## config.mk

```make
export PLATFORM = sky130hd
export DESIGN_NAME = rr_arbiter4
export DESIGN_NICKNAME = d
export VERILOG_FILES = /design/src/rtl/rr_arbiter4.sv
export SDC_FILE = /design/constraint.sdc
export NUM_CORES = 1
export LEC_CHECK = 0
export BUFFER_PORTS_ARGS = -buffer_cell sky130_fd_sc_hd__buf_2
export CAP_MARGIN = 25
export CORE_AREA = 2 2 39 41
export CTS_CLUSTER_DIAMETER = 50
export DETAILED_ROUTE_END_ITERATION = 8
export DIE_AREA = 0 0 41 43
export PLACE_DENSITY = 0.72
export SYNTH_ARGS = -nofsm -noshare
export SYNTH_HDL_FRONTEND = slang
export SYNTH_SLANG_ARGS = --single-unit
```

## constraint.sdc

```tcl
create_clock -name clk -period 5.2 [get_ports clk]
set_clock_uncertainty 0.1 [all_clocks]
set_input_delay 1.04 -clock clk [delete_from_list [all_inputs] [get_ports clk]]
set_output_delay 1.04 -clock clk [all_outputs]
set_load 0.02 [all_outputs]
```

## src/rtl/rr_arbiter4.sv

```systemverilog
// Four-way round-robin arbiter with hold timeout; one grant active at a time.
// Ports: clk, rst_n (sync, active-low), req[3:0], done -> grant[3:0], grant_id[1:0],
//        grant_valid, timeout (one-cycle pulse on forced release).
module rr_arbiter4 #(
    parameter int MAX_HOLD = 16,
    parameter int CNT_W    = 5
) (
    input  logic       clk,
    input  logic       rst_n,
    input  logic [3:0] req,
    input  logic       done,
    output logic [3:0] grant,
    output logic [1:0] grant_id,
    output logic       grant_valid,
    output logic       timeout
);

    localparam logic [0:0] IDLE = 1'b0;
    localparam logic [0:0] BUSY = 1'b1;

    // Last count value before a forced release; unused when MAX_HOLD is 0.
    localparam logic [CNT_W-1:0] HOLD_LAST =
        CNT_W'((MAX_HOLD == 0) ? 0 : MAX_HOLD - 1);

    logic [0:0]       state_q, state_d;
    logic [1:0]       last_q, last_d;
    logic [CNT_W-1:0] cnt_q, cnt_d;
    logic [3:0]       grant_q, grant_d;
    logic [1:0]       id_q, id_d;
    logic             tmo_q, tmo_d;

    logic       found;
    logic [1:0] pick;
    logic [1:0] idx;

    // Descending cyclic search from last-1; the previous owner comes last.
    always_comb begin
        found = 1'b0;
        pick  = last_q;
        idx   = last_q;
        for (int i = 1; i <= 4; i++) begin
            idx = last_q - 2'(i);
            if (!found && req[idx]) begin
                found = 1'b1;
                pick  = idx;
            end
        end
    end

    always_comb begin
        state_d = state_q;
        last_d  = last_q;
        cnt_d   = cnt_q;
        grant_d = grant_q;
        id_d    = id_q;
        tmo_d   = 1'b0;
        unique case (state_q)
            IDLE: begin
                if (found) begin
                    grant_d = 4'b0001 << pick;
                    id_d    = pick;
                    last_d  = pick;
                    cnt_d   = '0;
                    state_d = BUSY;
                end
            end
            BUSY: begin
                if (done || !req[id_q]) begin
                    grant_d = '0;
                    cnt_d   = '0;
                    state_d = IDLE;
                end else if (MAX_HOLD != 0 && cnt_q == HOLD_LAST) begin
                    grant_d = '0;
                    cnt_d   = '0;
                    tmo_d   = 1'b1;
                    state_d = IDLE;
                end else begin
                    cnt_d = cnt_q + 1'b1;
                end
            end
            default: begin
                state_d = IDLE;
                grant_d = '0;
                cnt_d   = '0;
            end
        endcase
    end

    always_ff @(posedge clk) begin
        if (!rst_n) begin
            state_q <= IDLE;
            last_q  <= 2'd0;
            cnt_q   <= '0;
            grant_q <= 4'b0000;
            id_q    <= 2'd0;
            tmo_q   <= 1'b0;
        end else begin
            state_q <= state_d;
            last_q  <= last_d;
            cnt_q   <= cnt_d;
            grant_q <= grant_d;
            id_q    <= id_d;
            tmo_q   <= tmo_d;
        end
    end

    assign grant       = grant_q;
    assign grant_id    = id_q;
    assign grant_valid = |grant_q;
    assign timeout     = tmo_q;

endmodule

```

# [Word-level counts from Yosys, hierarchy flattened]
# Cells that the tools add are included.
# Widths: inputs -> output; s select.
[word_totals] register_bits=13 output_inout_bits=8
[op_classes] bitwise=2 n_addsub=4 magnitude_cmp=4 muxes=29 eq_ne=3 n_reduce_logical=12 shifts=1
[op_table] cell="$mux 5" count=3
[op_table] cell="$lt 2x3->1 const B" count=4
[op_table] cell="$mux 1" count=12
[op_table] cell="$mux 4" count=3
[op_table] cell="$pmux 5 s2" count=1
[op_table] cell="$bmux 1 s2" count=4
[op_table] cell="$mux 2" count=4
[op_table] cell="$pmux 4 s2" count=1
[op_table] cell="$add 5x1->5 const B" count=1
[op_table] cell="$eq 5x4->1 const B" count=1
[op_table] cell="$logic_not 1->1" count=4
[op_table] cell="$reduce_and 2->1" count=2
[op_table] cell="$reduce_or 4->1" count=1
[op_table] cell="$shl 1x2->4 const A" count=1
[op_table] cell="$sub 2x2->2 const B" count=2
[op_table] cell="$logic_and 1x1->1" count=3
[op_table] cell="$ne 3x1->1 const B" count=1
[op_table] cell="$reduce_or 3->1" count=1
[op_table] cell="$ne 2x2->1 const B" count=1
[op_table] cell="$not 1->1" count=2
[op_table] cell="$pmux 1 s2" count=1
[op_table] cell="$sub 2x1->2 const B" count=1
[op_table] cell="$logic_or 1x1->1" count=1

# [Depth between registers and ports, before layout]
[logic_depth] word_depth=16 depth_mapped=5

# [Worst setup path after synthesis]
# No wires, ideal clock.
[synth_timing] path_kind="input port to flip-flop" startpoint="in req[3]" endpoint="reg cnt_q[3]" arrival_time_ns=2.019 stages=5 setup_time_ns=0.126 setup_slack_ns=2.955 n_path_buf=1 t_required_ns=4.974 path_cell_list="mux4_2 -> and3_1 -> buf_6 -> a41oi_2 -> a31oi_1"
[synth_via] elab_chain_cells=13
[synth_rtl] element="start, declared" line_no="10" rtl="input logic [3:0] req,"
[synth_rtl] element="$bmux 1 s2" line_no="43" rtl="if (!found && req[idx]) begin"
[synth_rtl] element="$mux 1 (implied by the code)" line_no="43"
[synth_rtl] element="$mux 1" line_no="43"
[synth_rtl] element="$logic_not 1->1" line_no="43"
[synth_rtl] element="$logic_and 1x1->1" line_no="43"
[synth_rtl] element="$mux 1" line_no="43"
[synth_rtl] element="$logic_not 1->1" line_no="43"
[synth_rtl] element="$logic_and 1x1->1" line_no="43"
[synth_rtl] element="$mux 1" line_no="43"
[synth_rtl] element="$logic_not 1->1" line_no="43"
[synth_rtl] element="$logic_and 1x1->1" line_no="43"
[synth_rtl] element="$mux 1" line_no="43"
[synth_rtl] element="$ne 2x2->1 (no source line)"
[synth_rtl] element="end signal, assigned" line_no="100" rtl="cnt_q <= cnt_d;"
[synth_rtl] element="end, declared" line_no="27" rtl="logic [CNT_W-1:0] cnt_q, cnt_d;"
# Parallel ways exist; a longest one is shown, timed or not. The select of a mux whose other input is x is not followed.
# A chain may end at the register's enable or synchronous reset.

# [Worst setup path in the final report]
[layout_timing] startpoint="reg grant_q[3], in the netlist grant[3]" endpoint="out grant_valid"
[layout_via] elab_chain_cells=1
[layout_rtl] element="start, declared" line_no="28" rtl="logic [3:0] grant_q, grant_d;"
[layout_rtl] element="start signal, assigned" line_no="101" rtl="grant_q <= grant_d;"
[layout_rtl] element="$reduce_or 4->1" line_no="109" rtl="assign grant_valid = |grant_q;"
[layout_rtl] element="end, declared" line_no="14" rtl="output logic grant_valid,"
# Every way passes these cells.

==> results.toml <==
[synth]
synth_top_family_by_area = "compound AO/OA/AOI/OAI gates"
synth_cells = 67
synth_adder_area_share_pct = 1.96
ys_warn_count = 0
synth_nets = 75
ys.flop_type = "dfxtp_1"
async_flop_share_pct = 0
synth_area_per_cell_um2 = 9.54
synth-seq-cells = 13
synth-edff-count = 0
ys_types = 31
yosysSeqAreaShare_pct = 40.7
synth-simple-area-share_pct = 24.5
synth_xor_area_share_pct = 0
syn_area_um2 = 639
synthMuxAreaShare_pct = 5.09
synth-compound-area-share_pct = 24.9

[critical_path]
path_class = "flip-flop to primary output"
reg2reg_from = "grant_id[1]$_SDFFE_PN0P_"
path_delay_family = "simple AND/OR/NAND/NOR gates"
worstPathCellList = "or4_1 -> buf_2"
cp_num_buf_inv = 1
reg2reg_to = "cnt_q[3]$_SDFFE_PN0P_"
cpPeakStageDelay_ns = 0.50
cp-endpoint = "grant_valid"
worstPathArrival_ns = 1.27
startpoint_type = "flip-flop"
r2r_cells = 4
slowest_stage = "or4_1"
reg2reg_setup_slack_ns = 3.43
cp-startpoint = "grant[3]$_SDFFE_PN0P_"
path_max_fanout = 3
required_ns = 4.06
critPathCaptureType = "primary output"
cp.depth = 2

[min_path]
hold_path_class = "flip-flop to flip-flop"

[cells_and_area]
drive_gt1_share_pct = 27.4
layoutNonFillerInstCount = 100
multiInputGateArea_um2 = 360
ff_latch_area_um2 = 260
fillerInstances = 132
layout_commonest_cell = "buf_2"
mostFrequentLayoutCells = "buf_2 (14), dfxtp_1 (13), nand2_1 (6), a22o_1 (5)"
area_growth_pct = 16.4
n_antenna_cell = 0
fin_nets = 93

[sta]
max_freq_mhz = 414
finalCriticalPeriod_ns = 2.41
slew_violations = 0
fin_crit_sh_pct = 46.4
rsz0062_at_grt = "false"
hold_viol = 0
finalSetupTns_ns = 0
max-slew-margin-rel_pct = 73.5
setup_viol_count_final = 0
tightestPinTransition_ns = 0.394

[power_and_ir_drop]
ir_drop_mv = 0.130
p_leak_nw = 0.318
power_density_nw_per_um2 = 297

[clocking]
worstSkewPairLatency_ns = 0.28
cts_max_level = 1
numClockSinks = 13
cts_root_buf = "clkbuf_4"
tritoncts = "built"
cts_hold_buf = 0
cts_buffer_depth = 2
cts_resized = 0
post_cts_buffers = 0
clkTransAtPathRegs_ns = 0.08
cts_made_buffers = 3

[placement]
gp_congestion = 0.751
portBuffers = 14
placed_cells = 96
hpwl_um = 961

[run_status]
status = "completed"

[drt]
viasPerCell = 5.90
final_antenna_net_count = 0
drt_wl_total_um = 1270
wl_per_cell_um = 12.7
drtIter0Drc = 16
vias = 590
drcViolationCount = 0
dr.pass1.iters = 4

[floorplan]
dieHeight_um = 43
core_area_um2 = 1380
fp-row-count = 14
dieArea_um2 = 1760
initial_core_util_pct = 46.2
die_w_um = 41
pin_count = 15

[global_routing]
grt.overflow.total = 0
antenna_found_initial = 0
grt_max_degree = 9
grt_first_pass_wirelength_um = 2090
track_usage_pct = 17.6
first_global_vias = 507

[job]
max-cap-violations = 0
[metrics by stage]
step | total power, mW | hold slack, ns | instance area, um^2 | utilization [%] | worst slack, ns
final | 0.221 | 0.366 | 744 | 53.8 | 2.79
after CTS | 0.221 | 0.369 | 744 | 53.8 | 2.79
after detailed placement | 0.160 | 0.354 | 718 | 51.9 | 2.79
after global placement | 0.160 | 0.347 | 718 | 51.9 | 2.83
after floorplan | 0.145 | 0.328 | 639 | - | 2.96
after global routing | 0.231 | 0.394 | 744 | 53.8 | 2.74
[cells by family (layout without fill, tap and decap cells)]
kind of cell,count (synthesis),count (layout)
flip-flops,13,13
AO/OA/AOI/OAI,21,21
AND/OR/NAND/NOR,27,27
buffers and inverters,3,20
adder cells (fa/ha/maj),1,1
multiplexers,2,2
[cells in the mapped netlist (2+ instances only)]
cell / count / area, um^2
o21ai_0: 3 / 15.0
and3_1: 2 / 12.5
a31oi_1: 2 / 12.5
nor2_1: 2 / 7.51
nand2b_1: 2 / 12.5
dfxtp_1: 13 / 260
inv_1: 2 / 7.51
nand2_1: 6 / 22.5
a21oi_1: 3 / 15.0
nor2b_1: 4 / 25.0
nand3_1: 4 / 20.0
a22o_1: 5 / 43.8
[sequential cells by signal, summed over array words and instances (netlist names)]
register / flops
timeout: 1
cnt_q: 5
state_q: 1
grant_id: 2
grant: 4
[how the worst min path moves through the flow]
stage / start / endpoint / slack, ns / cells past startpoint
final: cnt_q[4]$_SDFFE_PN0P_ / cnt_q[4]$_SDFFE_PN0P_ / 0.37 / 1
after CTS: cnt_q[4]$_SDFFE_PN0P_ / cnt_q[4]$_SDFFE_PN0P_ / 0.37 / 1
after global placement: cnt_q[4]$_SDFFE_PN0P_ / cnt_q[4]$_SDFFE_PN0P_ / 0.35 / 1
after floorplan: cnt_q[4]$_SDFFE_PN0P_ / cnt_q[4]$_SDFFE_PN0P_ / 0.33 / 1
after detailed placement: cnt_q[4]$_SDFFE_PN0P_ / cnt_q[4]$_SDFFE_PN0P_ / 0.35 / 1
after global routing: cnt_q[4]$_SDFFE_PN0P_ / cnt_q[4]$_SDFFE_PN0P_ / 0.39 / 1
[layout make-up]
| cell class | count | area share (%) |
|---|---|---|
| Multi-Input combinational cell | 51 | 48.4 |
| Sequential cell | 13 | 35.0 |
| Timing Repair Buffer | 14 | 9.41 |
| Clock buffer | 4 | 3.53 |
| Tap cell | 16 | 2.69 |
| Inverter | 2 | 1.01 |
[worst reg2reg max path: cells and delay by family (launching register included)]
kind / cells / cell delay [ns]
AO/OA/AOI/OAI: 2 / 0.27
flip-flops: 1 / 0.47
multiplexers: 1 / 0.56
AND/OR/NAND/NOR: 1 / 0.27
[metal layers]
metal | share of wire (%) | global-route usage (%) | vias up
met5 | 0 | 0 | -
met4 | 2.2 | 12.0 | 0
met3 | 5.3 | 3.14 | 4
met2 | 49 | 25.6 | 23
met1 | 43 | 22.4 | 271
li1 | - | - | 292
[where the power goes]
part / internal, mW / switching (mW) / total [mW] / leakage (nW)
Sequential: 0.105 / 0.00674 / 0.112 / 0.106
Combinational: 0.0201 / 0.0258 / 0.0458 / 0.197
Clock: 0.0298 / 0.0336 / 0.0634 / 0.0150
No activity file was read; power rests on OpenSTA's default activity.
